### config.mk
export PLATFORM = sky130hd
export DESIGN_NAME = imem_loader
export DESIGN_NICKNAME = d
export VERILOG_FILES = /design/src/rtl/imem_loader.sv
export SDC_FILE = /design/constraint.sdc
export NUM_CORES = 1
export LEC_CHECK = 0
export ABC_AREA = 1
export CORE_AREA = 2 2 145 112
export CTS_CLUSTER_SIZE = 20
export DETAILED_ROUTE_END_ITERATION = 7
export DIE_AREA = 0 0 147 114
export GPL_TIMING_DRIVEN = 1
export PLACE_DENSITY = 0.71
export SYNTH_ARGS = -nofsm -noshare
export SYNTH_HDL_FRONTEND = slang
export SYNTH_SLANG_ARGS = --single-unit
### constraint.sdc
create_clock -name clk -period 2.5 [get_ports clk]
set_clock_uncertainty 0.2 [all_clocks]
set_input_delay 0.375 -clock clk [delete_from_list [all_inputs] [get_ports clk]]
set_output_delay 0.375 -clock clk [all_outputs]
set_load 0.01 [all_outputs]
### src/rtl/imem_loader.sv
// rtl/imem_loader.sv - boot loader: framed byte stream -> instruction memory word writes with XOR check
// Holds the core in reset until a frame with a valid length and matching checksum has been written.
module imem_loader #(
    parameter int MEM_WORDS = 64
) (
    input  logic        clk,
    input  logic        rst,
    input  logic        start,
    input  logic        byte_valid,
    input  logic [7:0]  byte_data,
    output logic        byte_ready,
    output logic        imem_we,
    output logic [31:0] imem_addr,
    output logic [31:0] imem_wdata,
    output logic        core_rst,
    output logic        busy,
    output logic        done,
    output logic        error,
    output logic [1:0]  error_code
);

    typedef enum logic [2:0] {IDLE, HDR0, HDR1, DATA, CSUM, DONE, ERR} state_t;

    localparam logic [15:0] MAX_LEN = 16'(MEM_WORDS);

    state_t      state;
    logic [7:0]  len_lo;
    logic [7:0]  csum;
    logic [15:0] len;
    logic [15:0] word_idx;
    logic [15:0] hdr_len;
    logic [1:0]  byte_idx;
    logic [23:0] word_buf;
    logic        fire;

    assign fire    = byte_valid & byte_ready;
    assign hdr_len = {byte_data, len_lo};

    always_ff @(posedge clk) begin
        if (rst) begin
            state      <= IDLE;
            byte_ready <= 1'b0;
            imem_we    <= 1'b0;
            imem_addr  <= 32'd0;
            imem_wdata <= 32'd0;
            core_rst   <= 1'b1;
            busy       <= 1'b0;
            done       <= 1'b0;
            error      <= 1'b0;
            error_code <= 2'd0;
            len_lo     <= 8'd0;
            len        <= 16'd0;
            csum       <= 8'd0;
            word_idx   <= 16'd0;
            byte_idx   <= 2'd0;
            word_buf   <= 24'd0;
        end else begin
            imem_we <= 1'b0;
            case (state)
                IDLE, DONE, ERR: begin
                    if (start) begin
                        state      <= HDR0;
                        byte_ready <= 1'b1;
                        busy       <= 1'b1;
                        core_rst   <= 1'b1;
                        done       <= 1'b0;
                        error      <= 1'b0;
                        error_code <= 2'd0;
                        csum       <= 8'd0;
                        word_idx   <= 16'd0;
                        byte_idx   <= 2'd0;
                    end
                end
                HDR0: begin
                    if (fire) begin
                        len_lo <= byte_data;
                        csum   <= csum ^ byte_data;
                        state  <= HDR1;
                    end
                end
                HDR1: begin
                    if (fire) begin
                        csum <= csum ^ byte_data;
                        len  <= hdr_len;
                        if (hdr_len == 16'd0 || hdr_len > MAX_LEN) begin
                            state      <= ERR;
                            error      <= 1'b1;
                            error_code <= 2'd1;
                            busy       <= 1'b0;
                            byte_ready <= 1'b0;
                        end else begin
                            state <= DATA;
                        end
                    end
                end
                DATA: begin
                    if (fire) begin
                        csum     <= csum ^ byte_data;
                        byte_idx <= byte_idx + 2'd1;
                        case (byte_idx)
                            2'd0: word_buf[7:0]   <= byte_data;
                            2'd1: word_buf[15:8]  <= byte_data;
                            2'd2: word_buf[23:16] <= byte_data;
                            default: begin
                                // Byte 3 completes the word; the write strobe lands in the next cycle.
                                imem_we    <= 1'b1;
                                imem_addr  <= {14'd0, word_idx, 2'b00};
                                imem_wdata <= {byte_data, word_buf};
                                word_idx   <= word_idx + 16'd1;
                                if (word_idx == len - 16'd1) begin
                                    state <= CSUM;
                                end
                            end
                        endcase
                    end
                end
                CSUM: begin
                    if (fire) begin
                        busy       <= 1'b0;
                        byte_ready <= 1'b0;
                        if (byte_data == csum) begin
                            state    <= DONE;
                            done     <= 1'b1;
                            core_rst <= 1'b0;
                        end else begin
                            state      <= ERR;
                            error      <= 1'b1;
                            error_code <= 2'd2;
                        end
                    end
                end
                default: state <= IDLE;
            endcase
        end
    end

endmodule

-- After elaboration in Yosys (flattened, before gate mapping)
Index checks and enable logic that the tools add are counted.
Widths: inputs -> output; s select.
- add/sub/neg operators: 3
- $lt $le $gt $ge: 1
- eq/ne operators: 21
- multiplexer cells: 43
- bitwise gates (word level): 5
- reduce and logical (&&, ||, !) cells: 25
- operators with widths (cell ; count):
    $mux 16 ; 3
    $pmux 16 s2 ; 1
    $mux 3 ; 8
    $ne 2x2->1 const B ; 10
    $reduce_and 3->1 ; 6
    $add 16x1->16 const B ; 1
    $eq 16x16->1 ; 1
    $gt 16x7->1 const B ; 1
    $logic_not 16->1 ; 1
    $mux 8 ; 2
    $pmux 8 s2 ; 1
    $sub 16x1->16 const B ; 1
    $pmux 3 s5 ; 1
    $mux 1 ; 14
    $mux 2 ; 7
    $reduce_or 3->1 ; 4
    $eq 3x3->1 const B ; 3
    $eq 8x8->1 ; 1
    $reduce_and 4->1 ; 2
    $xor 8x8->8 ; 1
    $reduce_and 7->1 ; 1
    $eq 3x2->1 const B ; 2
    $pmux 1 s3 ; 2
    $pmux 2 s3 ; 1
    17 further kinds ; 23
- register bits: 132
- input bits: 12
- output and inout bits: 72
- logic and storage cells: 115

-- Longest topological paths before layout
- depth in word-level cells: 6
- depth in mapped cells: 15
- gate-level depth less buffers: 15

-- Least setup slack after synthesis
Ideal clock, no wire load.
- path kind: register to register
- from: register, netlist name busy
- to: register word_idx[14]
- library setup time: 0.119 ns
- data arrival time: 1.631 ns
- path slack: 0.550 ns
- cell stages (with the launch flop): 12
- cell sequence: dfxtp_1 nand2_1 inv_1 nand2_1 nand2_1 nand2_8 inv_6 nand2_8 nor3_4 nand2_2 nor3b_1 nor2_1
- RTL lines (element ; line ; text):
    end signal: assignment ; 109 ; word_idx <= word_idx + 16'd1;
    end: declaration ; 30 ; logic [15:0] word_idx;

-- Final worst setup path
- from: register len[0]
- to: register state[1]
- longest elaborated chain between the ends: 4
- RTL lines (element ; line ; text):
    start: declaration ; 29 ; logic [15:0] len;
    start signal: assignment ; 84 ; len <= hdr_len;
    $sub 16x1->16 ; 110 ; if (word_idx == len - 16'd1) begin
    $eq 16x16->1 ; 110 ;
    $ne 2x2->1 (no line) ; - ;
    $reduce_and 7->1 (no line) ; - ;
    end signal: assignment ; 111 ; state <= CSUM;
    end signal: assignment ; 122 ; state <= DONE;
    end signal: assignment ; 126 ; state <= ERR;
    end: declaration ; 26 ; state_t state;
No other way between the ends.
A chain may end at the register's enable or synchronous reset.

==> flow_summary.json <==
{
  "path_clk_slew_ns": 0.06,
  "total_power_mw": 6.68,
  "post-place-ws_ns": 0.0610,
  "hpwl_um": 11100,
  "fin_util": 0.487,
  "fin_setup_tns_ns": 0,
  "cts_inserted_buffers": 17,
  "routed_via_density": 4.88,
  "worstPathRequired_ns": 2.61,
  "grt_pass1_vias": 5252,
  "finalSetupViolCount": 0,
  "worst_pin_slew_ns": 0.705,
  "end_kind": "flip-flop",
  "synth_top_area_share": 0.440,
  "cts-hold-fix-buffers": 0,
  "synth_most_common_cell": "nor2_1",
  "design_area_mm2": 0.00756,
  "drc": 0,
  "finalNonFillerCells": 1137,
  "dieHeight_um": 114,
  "place_area_mm2": 0.00694,
  "synth_area_leader_cell": "dfxtp_1",
  "nFillCells": 1504,
  "ys_ff_latch": 132,
  "avgSynthCellArea_um2": 7.19,
  "post_cts_resized": 0,
  "power_density_mw_per_mm2": 883,
  "layout-drive-gt1-share": 0.100,
  "cts_root_buf": "clkbuf_16",
  "antenna_cells": 0,
  "grt_overflow": 0,
  "cts_max_level": 4,
  "cts_num_sinks": 132,
  "antenna_found_initial": 0,
  "power_leakage_nw": 3.34,
  "io_pins": 84,
  "cts_setup_buffers": 0,
  "maxSlewHeadroom": 0.529,
  "cts_tree": "done",
  "grt_pass1_wl_um": 26000,
  "die_area_mm2": 0.0168,
  "yosysSeqAreaShare": 0.440,
  "dpl.cell_count": 1105,
  "crit_arrival_ns": 2.32,
  "hold_violations": 0,
  "period_share": 0.884,
  "synth_edf_count": 0,
  "critPathKind": "reg -> reg",
  "async_reset_ff_frac": 0,
  "ys.flop_type": "dfxtp_1",
  "num_rows": 40,
  "layout.nets": 932,
  "min_path_type": "reg -> reg",
  "fmax_mhz": 452,
  "finalWorstSetupSlack_ns": 0.289,
  "cts_buffer_depth": 2,
  "drtIter0Drc": 453,
  "ant_nets": 0,
  "die_x_um": 147,
  "clock_latency_ns": 0.42,
  "syn2layout_area_growth_pct": 25.9,
  "synth_top_cells_by_count": "nor2_1 (200), dfxtp_1 (132), nand2_1 (114), o21ai_0 (100), inv_1 (54)",
  "routed_wl_um": 15500,
  "start_kind": "flip-flop",
  "vias": 5549,
  "grt_max_degree": 38,
  "gp_congestion": 0.909,
  "rsz0062_at_grt": "no",
  "portBuffers": 67,
  "synth.area.top_cells": "dfxtp_1 (44%), nor2_1 (13%), o21ai_0 (8.3%), nand2_1 (7.1%), a21oi_1 (4.2%)",
  "min_period_ns": 2.21,
  "finalMaxSlewViolations": 0,
  "holdWs_ns": 0.254,
  "max_cap_viol_count": 0,
  "outcome": "complete, no violations",
  "yosys.cell_types.count": 39,
  "worst-path-max-fanout": 5,
  "initial_utilization": 0.387,
  "ys_warn_count": 0,
  "grt.total_usage": 0.194,
  "wl_per_cell_um": 13.6,
  "syn-cell-area_mm2": 0.00601,
  "ir_worst_vdd_mv": 0.582,
  "synth_cells": 835,
  "first_pass_iters": 4,
  "core_region_area_mm2": 0.0155
}
area by class of cell:
class	count	area, µm²	share of cell area
Multi-Input combinational cell	606	2930	0.388
Clock inverter	12	154	0.0204
Inverter	62	239	0.0316
Clock buffer	20	447	0.0591
Tap cell	210	263	0.0348
Sequential cell	132	2640	0.350
Timing Repair Buffer	95	881	0.117
worst paths after layout:
kind | slack [ns] | start | endpoint | depth (start not counted)
max reg2reg | 0.29 | len[0] | state[1] | 13
max | 0.29 | len[0] | state[1] | 13
min reg2reg | 0.25 | error | error | 2
min | 0.25 | error | error | 2
metal layers:
metal  share of wire  wire (µm)  track usage  up-vias
li1                -          -            -     2833
met1            0.49       7650        0.269     2577
met2            0.44       6860        0.295      123
met3           0.052        809       0.0580       16
met4           0.011        174       0.0571        0
met5               0          0            0        -
critical path, cell delays in order, from the launching register on:
cell,delay [ns]
dfxtp_1,0.31
inv_1,0.13
ha_2,0.24
nand2_1,0.11
nor2_2,0.18
nand2_1,0.08
xor2_1,0.13
nand2_1,0.07
nor2_1,0.16
nand3_1,0.15
nand2_2,0.13
nand3_1,0.08
nand2_1,0.07
nor2_1,0.04
power by group:
part | switching (mW) | leakage [nW] | total, mW | internal [mW]
Combinational | 1.11 | 1.98 | 1.74 | 0.626
Clock | 0.956 | 0.287 | 2.55 | 1.59
Sequential | 0.131 | 1.07 | 2.39 | 2.25
Total | 2.20 | 3.34 | 6.68 | 4.48
kinds of logic (layout without fill, tap and decap cells):
family	Yosys count	in the layout	synth area share
flip-flops	132	132	0.440
AND/OR/NAND/NOR	400	400	0.288
adder cells (fa/ha/maj)	6	6	0.0125
XOR/XNOR	25	25	0.0365
other	1	16	0.000624
buffers and inverters	112	189	0.0850
AO/OA/AOI/OAI	159	159	0.138
cells in the final DEF (no fill, tap or decap), types with 13 or more instances in the layout:
cell / n
nor3_1: 14
a21oi_1: 50
conb_1: 16
buf_4: 28
nor2_1: 197
nand4_1: 13
nand2_1: 113
inv_1: 54
xor2_1: 20
o21ai_0: 100
clkdlybuf4s50_1: 67
dfxtp_1: 132
nand3_1: 30
clkbuf_16: 17
registers in the layout, summed over array words and instances (netlist names):
register / flops
len: 16
len_lo: 8
error_code: 2
error: 1
imem_wdata: 32
core_rst: 1
imem_we: 1
done: 1
state: 3
busy: 1
word_buf: 24
word_idx: 16
byte_idx: 2
csum: 8
imem_addr: 16
Note: power is estimated with default switching activity, not from simulation.
